`config.mk`:
```
export PLATFORM = sky130hd
export DESIGN_NAME = matrix_multiply_core_3x3_bus_regs
export DESIGN_NICKNAME = d
export VERILOG_FILES = /design/src/rtl/matrix_multiply_core_3x3_bus_regs.sv
export SDC_FILE = /design/constraint.sdc
export NUM_CORES = 1
export LEC_CHECK = 0
export BUFFER_PORTS_ARGS = -buffer_cell sky130_fd_sc_hd__buf_2
export CAP_MARGIN = 20
export CORE_MARGIN = 8
export CORE_UTILIZATION = 52
export CTS_CLUSTER_SIZE = 25
export DETAILED_ROUTE_END_ITERATION = 7
export PLACE_DENSITY = 0.74
export SKIP_LAST_GASP = 1
export SLEW_MARGIN = 20
export SYNTH_ARGS = -nofsm -noshare
export SYNTH_HDL_FRONTEND = slang
export SYNTH_SLANG_ARGS = --single-unit
```
`constraint.sdc`:
```
create_clock -name clk_i -period 9 [get_ports clk_i]
set_clock_uncertainty 0.15 [all_clocks]
set_input_delay 1.35 -clock clk_i [delete_from_list [all_inputs] [get_ports clk_i]]
set_output_delay 1.35 -clock clk_i [all_outputs]
set_load 0.02 [all_outputs]
```
`src/rtl/matrix_multiply_core_3x3_bus_regs.sv`:
```
// Bus register responder for the 3x3 matrix-multiply core: a double-buffered coefficient
// bank (shadow/active) with frame-synchronous commit, plus CTRL/STATUS/ID registers.
module matrix_multiply_core_3x3_bus_regs #(
    parameter logic [19:0] BASE_ADDR = 20'h40000,
    parameter int          COEF_FRAC = 14,
    parameter logic [31:0] ID_VALUE  = 32'h4D333301
) (
    input  logic         clk_i,
    input  logic         rst_i,
    input  logic [19:0]  sys_addr,
    input  logic [31:0]  sys_wdata,
    input  logic         sys_wen,
    input  logic         sys_ren,
    output logic [31:0]  sys_rdata,
    output logic         sys_ack,
    output logic         sys_err,
    input  logic         frame_i,
    output logic [287:0] coef_o,
    output logic         commit_o
);

    localparam logic [31:0] DIAG = 32'd1 << COEF_FRAC;

    logic [31:0] shadow_q [9];
    logic [31:0] active_q [9];
    logic        auto_q, auto_d;
    logic        pending_q, pending_d;
    logic [7:0]  count_q, count_d;
    logic        ack_q, ack_d;
    logic        err_q, err_d;
    logic [31:0] rdata_q, rdata_d;
    logic        commit_q, commit_d;

    logic        hit, wrEn, rdEn, doCommit;
    logic [5:0]  wordIdx;
    logic [3:0]  coefIdx;
    logic        isCoef, isCtrl, isStatus, isId, isUnmapped;
    logic [31:0] readValue;
    logic        unusedAddrBits;

    assign unusedAddrBits = ^sys_addr[1:0];

    // Address decode; the low two offset bits are ignored since all registers are words.
    always_comb begin
        hit        = (sys_addr[19:8] == BASE_ADDR[19:8]);
        wordIdx    = sys_addr[7:2];
        coefIdx    = wordIdx[3:0];
        isCoef     = (wordIdx < 6'd9);
        isCtrl     = (wordIdx == 6'd9);
        isStatus   = (wordIdx == 6'd10);
        isId       = (wordIdx == 6'd11);
        isUnmapped = (wordIdx > 6'd11);
        wrEn       = sys_wen & hit;
        rdEn       = sys_ren & hit;
        doCommit   = frame_i & (pending_q | auto_q);
    end

    // Read data always reflects the pre-write state, so a combined write+read returns the old value.
    always_comb begin
        readValue = '0;
        if (isCoef) begin
            readValue = shadow_q[coefIdx];
        end else if (isCtrl) begin
            readValue = {30'd0, auto_q, 1'b0};
        end else if (isStatus) begin
            readValue = {16'd0, count_q, 7'd0, pending_q};
        end else if (isId) begin
            readValue = ID_VALUE;
        end
    end

    always_comb begin
        ack_d     = wrEn | rdEn;
        err_d     = (wrEn | rdEn) & isUnmapped;
        rdata_d   = rdEn ? readValue : 32'd0;
        commit_d  = doCommit;
        count_d   = doCommit ? count_q + 8'd1 : count_q;
        auto_d    = (wrEn && isCtrl) ? sys_wdata[1] : auto_q;
        // A request arriving with a frame is held for the next frame, so the set wins over the clear.
        pending_d = pending_q;
        if (doCommit) begin
            pending_d = 1'b0;
        end
        if (wrEn && isCtrl && sys_wdata[0]) begin
            pending_d = 1'b1;
        end
    end

    always_ff @(posedge clk_i) begin
        if (rst_i) begin
            for (int i = 0; i < 9; i++) begin
                shadow_q[i] <= (i == 0 || i == 4 || i == 8) ? DIAG : 32'd0;
                active_q[i] <= (i == 0 || i == 4 || i == 8) ? DIAG : 32'd0;
            end
            auto_q    <= 1'b0;
            pending_q <= 1'b0;
            count_q   <= 8'd0;
            ack_q     <= 1'b0;
            err_q     <= 1'b0;
            rdata_q   <= 32'd0;
            commit_q  <= 1'b0;
        end else begin
            if (doCommit) begin
                for (int i = 0; i < 9; i++) begin
                    active_q[i] <= shadow_q[i];
                end
            end
            if (wrEn && isCoef) begin
                shadow_q[coefIdx] <= sys_wdata;
            end
            auto_q    <= auto_d;
            pending_q <= pending_d;
            count_q   <= count_d;
            ack_q     <= ack_d;
            err_q     <= err_d;
            rdata_q   <= rdata_d;
            commit_q  <= commit_d;
        end
    end

    always_comb begin
        coef_o = '0;
        for (int i = 0; i < 9; i++) begin
            coef_o[i*32 +: 32] = active_q[i];
        end
    end

    assign sys_rdata = rdata_q;
    assign sys_ack   = ack_q;
    assign sys_err   = err_q;
    assign commit_o  = commit_q;

endmodule
```
==> summary.txt <==
CTS HTree Levels = 3
Sw Ratio = 0.216
final cycle utilization of the critical path = 0.511
Placer Congestion = 0.849
Worst IR Drop VDD = 0.000154 V
Final Critical Period = 4.60 ns
drt pass-1 iters = 5
Metal-1 WL = 33800 um
CP Data Required Time = 9.32 ns
CTS max path bufs = 3
Ports = 380
Post-CTS Setup Bufs = 0
vias per cell = 5.58
Post-CTS Hold Fix Bufs = 0
CP top delay family = simple AND/OR/NAND/NOR gates
Starting DRT DRC Count = 2153
Root Buffer = clkbuf_16
Avg WL per Cell = 25.2 um
clk slew on worst S/H paths = 0.06 ns
Post-Syn Area = 32500 sq um
reg2reg end = active_q[0][62]
Die ar. = 70800 sq um
Most Frequent Cell on Critical Path = buf_4
die width = 266 um
# fillers = 4482
clk sinks = 821
core area = 61800 sq um
Congestion Overflow GR = 0
Worst Path Arrival = 4.92 ns
Synth warnings = 0
sequential share of power = 0.518
Clk Latency, worst-skew pair = 0.63 ns
post-synthesis register bit count = 821
pin count of the biggest net entering global routing = 157
critical-path cell list = clkbuf_8, nand2_1, buf_4, inv_1, nand4_1, buf_4, nor2_1
Antenna Nets Post-Route = 0
RSZ-0062 raised after global routing = false
crit path kind = input pin to flop
max-slew violation count = 0
Clk network pwr share = 0.422
placed insts = 3252
slew margin rel. = 0.267
Resize count post-CTS = 0
worst path bufs/invs = 4
setup TNS = 0 ns
layout cells sized above 1 = 0.268
total CTS buffers = 83
synthesized area per cell = 16.8 sq um
PD cells = 220 nW/um^2
DP HPWL = 55900 um
Total Nets Final = 2559
Hold Startpoint = pending_q
DR DRC count = 0
row cnt = 91
status = finished clean
total leakage power = 14.7 nW
Met3 Wirelength = 9550 um
Hold WC Path Type = flop to flop
initial antenna violation count = 10
crit end category = flop
Worst setup SP type = input pin
r2r setup slk = 5.82 ns
Setup violations, final = 0
WHS Path Cells = 2
Switching Power = 1.85 mW
Max-Cap Viols = 0
max incr delay on CP = 0.84 ns
Mapped Cells = 1938
post-synthesis async set-or-reset flop share = 0
fin cells = 3412
vias after detailed routing = 19.1k
Worst Hold End = pending_q
met2 wire len = 40500 um
first-pass GRT wire length = 125000 um
final hold vios = 0
CTS tree = built
Die H = 266 um
Comb pwr share = 0.060
Area Growth Syn to Fin = 19.8%
CP max-delay cell = nand2_1
Initial Util = 0.526
GRT Util Overall = 0.240
Port Buffer Count = 377
worst-margin pin slew = 1.10 ns
Post-synth top flop = edfxtp_1
Post-Route WL = 86100 um
worst-path fanout max = 56
post-synth cell types = 43
register area share after synthesis = 0.744
number of global-route vias before repair = 19.4k
Fmax = 217 MHz
reg2reg start = pending_q
highest routed layer = met5
Post-synth EDFFs = 776
worst reg2reg path depth = 3
internal power = 6.71 mW
-- per-stage QoR --
step | utilization | area (sq um) | total power [mW] | setup slack (ns) | hold slack, ns
5_1_grt | 0.630 | 39000 | 8.79 | 4.22 | 0.374
3_3_place_gp | 0.583 | 36000 | 5.00 | 3.85 | 0.339
3_5_place_dp | 0.583 | 36100 | 5.02 | 3.82 | 0.346
4_1_cts | 0.630 | 38900 | 8.59 | 4.48 | 0.355
2_1_floorplan | - | 33300 | 4.81 | 2.82 | 0.303
6_report | 0.630 | 39000 | 8.56 | 4.40 | 0.351
-- placed cells by master, fill, tap and decap left out, types with 11 or more instances in the layout --
cell type	netlist	layout
edfxtp_1	776	776
buf_2	35	374
and2_1	332	332
conb_1	1	200
nor3_1	165	165
mux4_2	129	129
nor2_1	110	109
clkbuf_16	0	87
nand2_1	50	49
dfxtp_1	45	45
inv_1	35	35
buf_4	4	32
mux2i_1	28	28
clkbuf_1	80	17
nand3_1	14	14
clkinv_2	0	12
bufinv_16	0	11
-- worst max-delay path by stage --
stage               slack, ns         from  cells past startpoint               to
floorplan                2.82        rst_i                      3   active_q[0][0]
global placement         3.85  sys_addr[2]                      7  shadow_q[7][31]
detailed placement       3.82  sys_addr[2]                      7  shadow_q[7][20]
CTS                      4.48  sys_addr[2]                      7  shadow_q[7][18]
global route             4.22  sys_addr[2]                      7  shadow_q[7][24]
finish                   4.40  sys_addr[2]                      7  shadow_q[7][18]
-- per-layer routing --
layer / global-route usage / vias to the layer above
li1: - / 8234
met5: 0 / -
met4: 0.0773 / 2
met1: 0.325 / 9675
met2: 0.375 / 1005
met3: 0.0704 / 138
-- tightest hold or removal path, delay by kind of cell, from the launching register on --
family / cells / cell delay (ns)
DFF: 1 / 0.33
and+or+nand+nor: 1 / 0.07
AOI/OAI and AO/OA: 1 / 0.05
-- power by group through the flow --
stage / sequential [mW] / clock, mW / combinational, mW
after detailed placement: 4.51 / 0 / 0.506
after global routing: 4.45 / 3.80 / 0.541
final: 4.44 / 3.61 / 0.512
after CTS: 4.44 / 3.65 / 0.509
after floorplan: 4.56 / 0 / 0.255
after global placement: 4.50 / 0 / 0.497
-- flip-flops by register name, indices dropped and copies added (netlist names) --
signal and flops:
sys_rdata 32, active_q 288, sys_ack 1, auto_q 1, pending_q 1, commit_o 1, shadow_q 488, count_q 8
sys_err 1
-- cell families (layout without fill, tap and decap cells) --
logic type	Yosys count	count (layout)	share of synthesized area
DFF	821	821	0.744
adders and majority gates	1	1	0.000384
AOI/OAI and AO/OA	66	66	0.0145
other	1	205	0.000115
buffers and inverters	168	601	0.0223
muxes	157	157	0.0979
xor gates and xnor gates	6	6	0.00162
and+or+nand+nor	718	718	0.119
-- layout make-up --
class	count	area [sq um]	share of cell area
antenna	5	12.5	0.000321
clock buffer	113	2360	0.0607
clock inverter	41	508	0.0130
inverter	35	131	0.00337
multi-input combinational	1148	8480	0.218
sequential	821	24200	0.621
tap	837	1050	0.0269
timing repair buffer	412	2220	0.0569
-- cells in the mapped netlist (2+ instances only) --
cell type / count / area share
inv_1: 35 / 0.0040
edfxtp_1: 776 / 0.72
o211ai_1: 7 / 0.0016
buf_6: 5 / 0.0017
buf_1: 9 / 0.0010
nor4b_1: 2 / 0.00054
a221oi_1: 8 / 0.0022
or3_1: 6 / 0.0012
o21ai_1: 10 / 0.0015
and3_1: 4 / 0.00077
nor3_1: 165 / 0.025
a21oi_1: 4 / 0.00062
nor2_1: 110 / 0.013
o21bai_1: 8 / 0.0018
a21o_1: 8 / 0.0018
o21ai_0: 4 / 0.00062
xnor2_1: 3 / 0.00081
nor2b_1: 7 / 0.0013
mux2i_1: 28 / 0.0086
nand2b_1: 12 / 0.0023
and2_1: 332 / 0.064
xor2_1: 3 / 0.00081
buf_2: 35 / 0.0054
nor4_1: 2 / 0.00038
o2bb2ai_1: 9 / 0.0024
a22oi_1: 4 / 0.00092
nand3_1: 14 / 0.0022
dfxtp_1: 45 / 0.028
clkbuf_1: 80 / 0.0092
nand4_1: 10 / 0.0019
nand2_1: 50 / 0.0058
mux4_2: 129 / 0.089
buf_4: 4 / 0.00092
Power figures use the tool's default switching activity.
